===== src/rtl/seg_scan_mux.sv =====
// seg_scan_mux: time-multiplexed 7-segment driver.
// Scans DIGITS digits from left (DIGITS-1) to right (0). Each slot has an
// optional one-cycle all-off gap followed by DWELL lit cycles. Inputs are
// snapshotted once per frame. Segments and anodes are active-low, and both
// are registered.

// Per-digit pattern select: blank, then blink-off, then raw, then hex decode.
module seg_scan_digit (
    input  logic [3:0] nib_i,
    input  logic [6:0] raw_i,
    input  logic       raw_en_i,
    input  logic       blank_i,
    input  logic       blink_i,
    input  logic       blink_phase_i,
    output logic [6:0] pat_o
);
    logic [6:0] hex;

    // Hex to active-low segment decode (bit6=g .. bit0=a)
    always_comb begin
        hex = 7'h7F;
        case (nib_i)
            4'h0: hex = 7'h40;
            4'h1: hex = 7'h79;
            4'h2: hex = 7'h24;
            4'h3: hex = 7'h30;
            4'h4: hex = 7'h19;
            4'h5: hex = 7'h12;
            4'h6: hex = 7'h02;
            4'h7: hex = 7'h78;
            4'h8: hex = 7'h00;
            4'h9: hex = 7'h10;
            4'hA: hex = 7'h08;
            4'hB: hex = 7'h03;
            4'hC: hex = 7'h46;
            4'hD: hex = 7'h21;
            4'hE: hex = 7'h06;
            4'hF: hex = 7'h0E;
            default: hex = 7'h7F;
        endcase
    end

    // Priority: forced dark, then blink-off half period, then raw, then hex
    always_comb begin
        pat_o = hex;
        if (blank_i)
            pat_o = 7'h7F;
        else if (blink_i && blink_phase_i)
            pat_o = 7'h7F;
        else if (raw_en_i)
            pat_o = raw_i;
    end
endmodule

module seg_scan_mux #(
    parameter int DIGITS       = 4,
    parameter int DWELL        = 1,
    parameter int GHOST        = 1,
    parameter int BLINK_FRAMES = 32
) (
    input  logic                  segclk,
    input  logic                  rst,
    input  logic [4*DIGITS-1:0]   digit_val,
    input  logic [7*DIGITS-1:0]   raw_seg,
    input  logic [DIGITS-1:0]     raw_en,
    input  logic [DIGITS-1:0]     blank,
    input  logic [DIGITS-1:0]     blink,
    output logic [6:0]            seg,
    output logic [DIGITS-1:0]     an,
    output logic                  frame_start
);
    localparam int IDX_W = (DIGITS > 1) ? $clog2(DIGITS) : 1;
    localparam int CNT_W = (DWELL > 1) ? $clog2(DWELL) : 1;
    localparam int FC_W  = (BLINK_FRAMES > 1) ? $clog2(BLINK_FRAMES) : 1;

    typedef enum logic {S_GAP = 1'b0, S_DRIVE = 1'b1} state_t;
    // Each slot opens with a gap when ghost suppression is on, otherwise
    // with a lit cycle.
    localparam state_t S_FIRST = (GHOST != 0) ? S_GAP : S_DRIVE;

    state_t               state_q;
    logic [IDX_W-1:0]     idx_q;
    logic [CNT_W-1:0]     cnt_q;
    logic [FC_W-1:0]      fcnt_q, fcnt_d;
    logic                 blink_ph_q, blink_ph_d;
    logic                 first_q;

    logic [4*DIGITS-1:0]  dv_q;
    logic [7*DIGITS-1:0]  rs_q;
    logic [DIGITS-1:0]    re_q, bl_q, bk_q;

    logic [6:0]           seg_q;
    logic [DIGITS-1:0]    an_q;
    logic                 fs_q;

    logic                 fstart;
    logic [4*DIGITS-1:0]  dv_s;
    logic [7*DIGITS-1:0]  rs_s;
    logic [DIGITS-1:0]    re_s, bl_s, bk_s;
    logic [DIGITS-1:0][6:0] pat;

    // The state registers hold the position of the next output cycle. The
    // frame begins when that position is the first cycle of the leftmost slot.
    // On that edge, live inputs bypass the shadow registers so that the frame
    // shows them from its first cycle.
    always_comb begin
        fstart = (idx_q == IDX_W'(DIGITS - 1)) && (state_q == S_FIRST) && (cnt_q == '0);
        dv_s   = fstart ? digit_val : dv_q;
        rs_s   = fstart ? raw_seg   : rs_q;
        re_s   = fstart ? raw_en    : re_q;
        bl_s   = fstart ? blank     : bl_q;
        bk_s   = fstart ? blink     : bk_q;
    end

    // Frame counter counts completed frames. The first frame after reset
    // does not close a previous frame.
    always_comb begin
        fcnt_d     = fcnt_q;
        blink_ph_d = blink_ph_q;
        if (fstart && !first_q) begin
            if (fcnt_q == FC_W'(BLINK_FRAMES - 1)) begin
                fcnt_d     = '0;
                blink_ph_d = ~blink_ph_q;
            end else begin
                fcnt_d = fcnt_q + 1'b1;
            end
        end
    end

    for (genvar g = 0; g < DIGITS; g++) begin : g_dig
        seg_scan_digit u_dig (
            .nib_i        (dv_s[4*g +: 4]),
            .raw_i        (rs_s[7*g +: 7]),
            .raw_en_i     (re_s[g]),
            .blank_i      (bl_s[g]),
            .blink_i      (bk_s[g]),
            .blink_phase_i(blink_ph_d),
            .pat_o        (pat[g])
        );
    end

    // Scan FSM with registered outputs, shadow capture and blink tracking
    always_ff @(posedge segclk or negedge rst) begin
        if (!rst) begin
            state_q    <= S_FIRST;
            idx_q      <= IDX_W'(DIGITS - 1);
            cnt_q      <= '0;
            fcnt_q     <= '0;
            blink_ph_q <= 1'b0;
            first_q    <= 1'b1;
            dv_q       <= '0;
            rs_q       <= '0;
            re_q       <= '0;
            bl_q       <= '0;
            bk_q       <= '0;
            seg_q      <= 7'h7F;
            an_q       <= '1;
            fs_q       <= 1'b0;
        end else begin
            first_q    <= 1'b0;
            fs_q       <= fstart;
            fcnt_q     <= fcnt_d;
            blink_ph_q <= blink_ph_d;
            if (fstart) begin
                dv_q <= digit_val;
                rs_q <= raw_seg;
                re_q <= raw_en;
                bl_q <= blank;
                bk_q <= blink;
            end
            if (state_q == S_DRIVE) begin
                an_q  <= ~(DIGITS'(1) << idx_q);
                seg_q <= pat[idx_q];
            end else begin
                an_q  <= '1;
                seg_q <= 7'h7F;
            end
            case (state_q)
                S_GAP: begin
                    // The gap is at most one cycle long
                    state_q <= S_DRIVE;
                    cnt_q   <= '0;
                end
                default: begin
                    if (cnt_q == CNT_W'(DWELL - 1)) begin
                        cnt_q   <= '0;
                        state_q <= S_FIRST;
                        idx_q   <= (idx_q == '0) ? IDX_W'(DIGITS - 1) : idx_q - 1'b1;
                    end else begin
                        cnt_q <= cnt_q + 1'b1;
                    end
                end
            endcase
        end
    end

    assign seg         = seg_q;
    assign an          = an_q;
    assign frame_start = fs_q;
endmodule


===== config.mk =====
export PLATFORM = sky130hd
export DESIGN_NAME = seg_scan_mux
export DESIGN_NICKNAME = d
export VERILOG_FILES = /design/src/rtl/seg_scan_mux.sv
export SDC_FILE = /design/constraint.sdc
export NUM_CORES = 1
export LEC_CHECK = 0
export BUFFER_PORTS_ARGS = -buffer_cell sky130_fd_sc_hd__buf_4
export CAP_MARGIN = 15
export CORE_MARGIN = 1.5
export CORE_UTILIZATION = 58
export CTS_CLUSTER_SIZE = 24
export DETAILED_ROUTE_END_ITERATION = 10
export PLACE_DENSITY = 0.89
export SETUP_SLACK_MARGIN = 0.5
export SYNTH_ARGS = -nofsm -noshare
export SYNTH_HDL_FRONTEND = slang
export SYNTH_SLANG_ARGS = --single-unit

===== constraint.sdc =====
create_clock -name segclk -period 3.6 [get_ports segclk]
set_input_delay 0.36 -clock segclk [delete_from_list [all_inputs] [get_ports segclk]]
set_output_delay 0.36 -clock segclk [all_outputs]
set_load 0.01 [all_outputs]

==> summary.md <==
| Metric | Value |
|---|---|
| GR Util All Layers | `0.3099` |
| Crit path kind | `reg2reg` |
| Yosys reg bits | `78` |
| Vias per inst | `6.207` |
| Synth warnings | `0` |
| Fmax | `around 0.33 GHz` |
| Total Wirelength | `around 14000 um` |
| Placed Area | `~0.0057 mm^2` |
| Maximum fanout along the worst path | `20` |
| R2r startpoint | `idx_q[0]` |
| Worst-Skew Late Latency | `approximately 350 ps` |
| Share of cells above drive strength 1 | `0.2661` |
| WL per Instance | `19.04 um` |
| Detail Route Antenna Nets | `0` |
| # setup viols final | `0` |
| Clock tree sinks | `78` |
| Largest net degree at the start of global routing | `79` |
| Grt met3 use | `0.06398` |
| Syn_nets | `between 600 and 700` |
| Initial Utilization | `0.6052` |
| First-pass GRT wire length | `between 20000 and 25000 um` |
| Top cells by area, synth | `dfrtp_1 (32%), dfstp_2 (7.3%), ha_1 (7.2%)` |
| Slew margin rel. | `0.3431` |
| N_diodes | `0` |
| CTS tree | `built` |
| DRC viols | `0` |
| Outcome | `finished clean` |
| Total leakage power | `2.768 nW` |
| Die ar. | `between 0.009 and 0.01 mm^2` |
| Core ar. | `around 0.0083 mm^2` |
| Setup slack after layout | `slightly below 600 ps` |
| Worst EP arrival | `between 3000 and 4000 ps` |
| CTS Root Cell | `clkbuf_8` |
| RSZ-0062 raised after global routing | `yes` |
| Ys async rst share | `1.000` |
| Io pins | `70` |
| Area leader, netlist | `dfrtp_1` |
| Dpl hpwl | `slightly below 10000 um` |
| Worst Setup End Kind | `flip-flop` |
| Reg2reg end | `seg[5]` |
| Skew final | `11.38 ps` |
| Max-cap violations | `0` |
| Tcrit/Tclk final | `0.8362` |
| Final Net Count | `between 600 and 700` |
| Top Usage Layer GRT | `met2` |
| Post-Place Setup Slack | `roughly 420 ps` |
| Vias in the first global route | `approximately 4.3k` |
| Final Hold Viols | `0` |
| # hold bufs at CTS | `0` |
| Fillers | `roughly 650` |
| Share of the synthesized area in the top cell type | `0.3173` |
| Bufs on Longest Clock Path | `2` |
| Final setup TNS | `0 ps` |
| Die width | `96.29 um` |
| GR Util met2 | `0.4912` |
| Syn Inst Count | `530` |
| Die H | `approximately 96 um` |
| Synthesis-to-finish area growth | `17.23%` |
| Register area share after synthesis | `0.3902` |
| Router iterations before antenna repair | `4` |
| CTS clk-pin slew, worst paths | `80 ps` |
| Max Slew Vio Count | `0` |
| Cell area after layout | `around 0.0059 mm^2` |
| Pwr dens | `326.1 mW/mm^2` |
| GRT overflow | `0` |
| H-tree depth | `3` |
| DRT iter0 DRCs | `between 200 and 300` |
| Placed cells | `688` |
| Cell row count | `33` |
| GRT met1 Usage | `0.4121` |
| Worst hold path class | `in2async` |
| Initial antenna violation count | `0` |
| Placer Congestion | `~0.96` |
| Tmin final | `roughly 3000 ps` |
| Least-Margin Pin Slew | `between 900 and 1000 ps` |
| Unique masters post-synth | `just over 70` |
| Worst path required time | `roughly 3900 ps` |
| FF-to-FF setup slack | `just under 600 ps` |
| Reg2reg path depth | `12` |
| Number of flops mapped to enable cells by yosys | `0` |
| Mean Syn Cell Area | `approximately 9.5 um^2` |
| Startpoint Class | `flip-flop` |
| Peak supply drop | `243.0 uV` |
| Non-Filler Instances | `710` |
| Vias | `between 4k and 5k` |
| Final Core Density | `0.7094` |
| PortBufs | `just under 70` |
| Mapped cell area | `between 0.005 and 0.006 mm^2` |
| Main synth FF type | `dfrtp_1` |
| Total CTS buffers | `9` |
[sequential cells by signal, indices dropped and copies added, names as in the netlist]
| signal | cells |
|---|---|
| an | 4 |
| bk_q | 4 |
| bl_q | 4 |
| blink_ph_q | 1 |
| dv_q | 16 |
| fcnt_q | 5 |
| first_q | 1 |
| frame_start | 1 |
| idx_q | 2 |
| re_q | 4 |
| rs_q | 28 |
| seg | 7 |
| state_q | 1 |
[where the power goes]
group | internal, mW | switching [mW]
clock network | 0.323 | 0.346
logic | 0.137 | 0.169
registers | 0.918 | 0.0353
[placed cells by master (no fill, tap or decap), drive strengths merged, types with 14 or more instances in the layout]
cell type,n
mux2,20
a21oi,20
ha,29
nor2,22
mux2i,34
nand2,85
dfstp,14
nand3,20
buf,83
nor3,18
dfrtp,64
inv,37
[worst max path at each step]
stage / start / end
finish: idx_q[0] / seg[5]
global route: idx_q[0] / seg[5]
global placement: idx_q[1] / seg[5]
detailed placement: idx_q[1] / seg[5]
CTS: idx_q[1] / seg[5]
floorplan: idx_q[0] / seg[5]
[worst max-delay path, stage by stage (launching register included)]
cell and delay (ps):
dfstp_2 610, ha_2 260, nand2b_4 140, buf_6 210
mux2i_4 220, inv_1 150, ha_1 210, nand2_1 80
mux2i_2 210, o21ai_0 120, a311oi_1 350, o221ai_1 200
o311ai_1 150
[cells by family after synthesis]
group | after synthesis | share of synthesized area
AO/OA/AOI/OAI | 105 | 0.1557
XOR/XNOR | 5 | 0.01017
adder cells (fa/ha/maj) | 29 | 0.07189
buffers and inverters | 62 | 0.05677
flip-flops | 78 | 0.3902
multiplexers | 54 | 0.1215
other | 1 | 0.0007430
AND/OR/NAND/NOR | 196 | 0.1931
[cells in the mapped netlist, drive strengths merged, types with 7 or more instances]
master  count
nand2      85
dfrtp      64
inv        37
mux2i      34
ha         29
nor2       22
a21oi      20
mux2       20
nand3      20
buf        18
nor3       18
dfstp      14
nand2b     12
o221ai     11
a31oi      10
nand3b      9
o21ai       9
a211oi      7
clkbuf      7
[area by class of cell]
type,instances,area (um^2),share of cell area
Multi-Input combinational cell,391,2856,0.4828
Sequential cell,78,1969,0.3328
Timing Repair Buffer,83,626.9,0.1059
Inverter,37,141.4,0.02390
Clock buffer,11,131.4,0.02220
Tap cell,105,131.4,0.02220
Clock inverter,5,60.06,0.01015
[stage by stage]
stage	power (mW)	hold WS, ps
after floorplan	1.132	64.41
final	1.929	157.3
after global routing	2.007	204.9
after CTS	1.930	203.3
after detailed placement	1.269	463.0
after global placement	1.262	449.5
[repair_timing]
action,CTS,global route
hold endpoints to repair,0,0
setup endpoints to repair,2,5
buffers inserted,0,5
gates cloned,1,0
gates resized for setup,2,4
pin swaps,0,1
[per-layer routing]
metal | vias to the layer above | routed length (um) | part of all wire
li1 | 2046 | - | -
met1 | 2123 | 5802 | 0.43
met2 | 203 | 6299 | 0.47
met3 | 35 | 1021 | 0.076
met4 | 0 | 395 | 0.029
met5 | - | 0 | 0
Power figures use the tool's default switching activity.
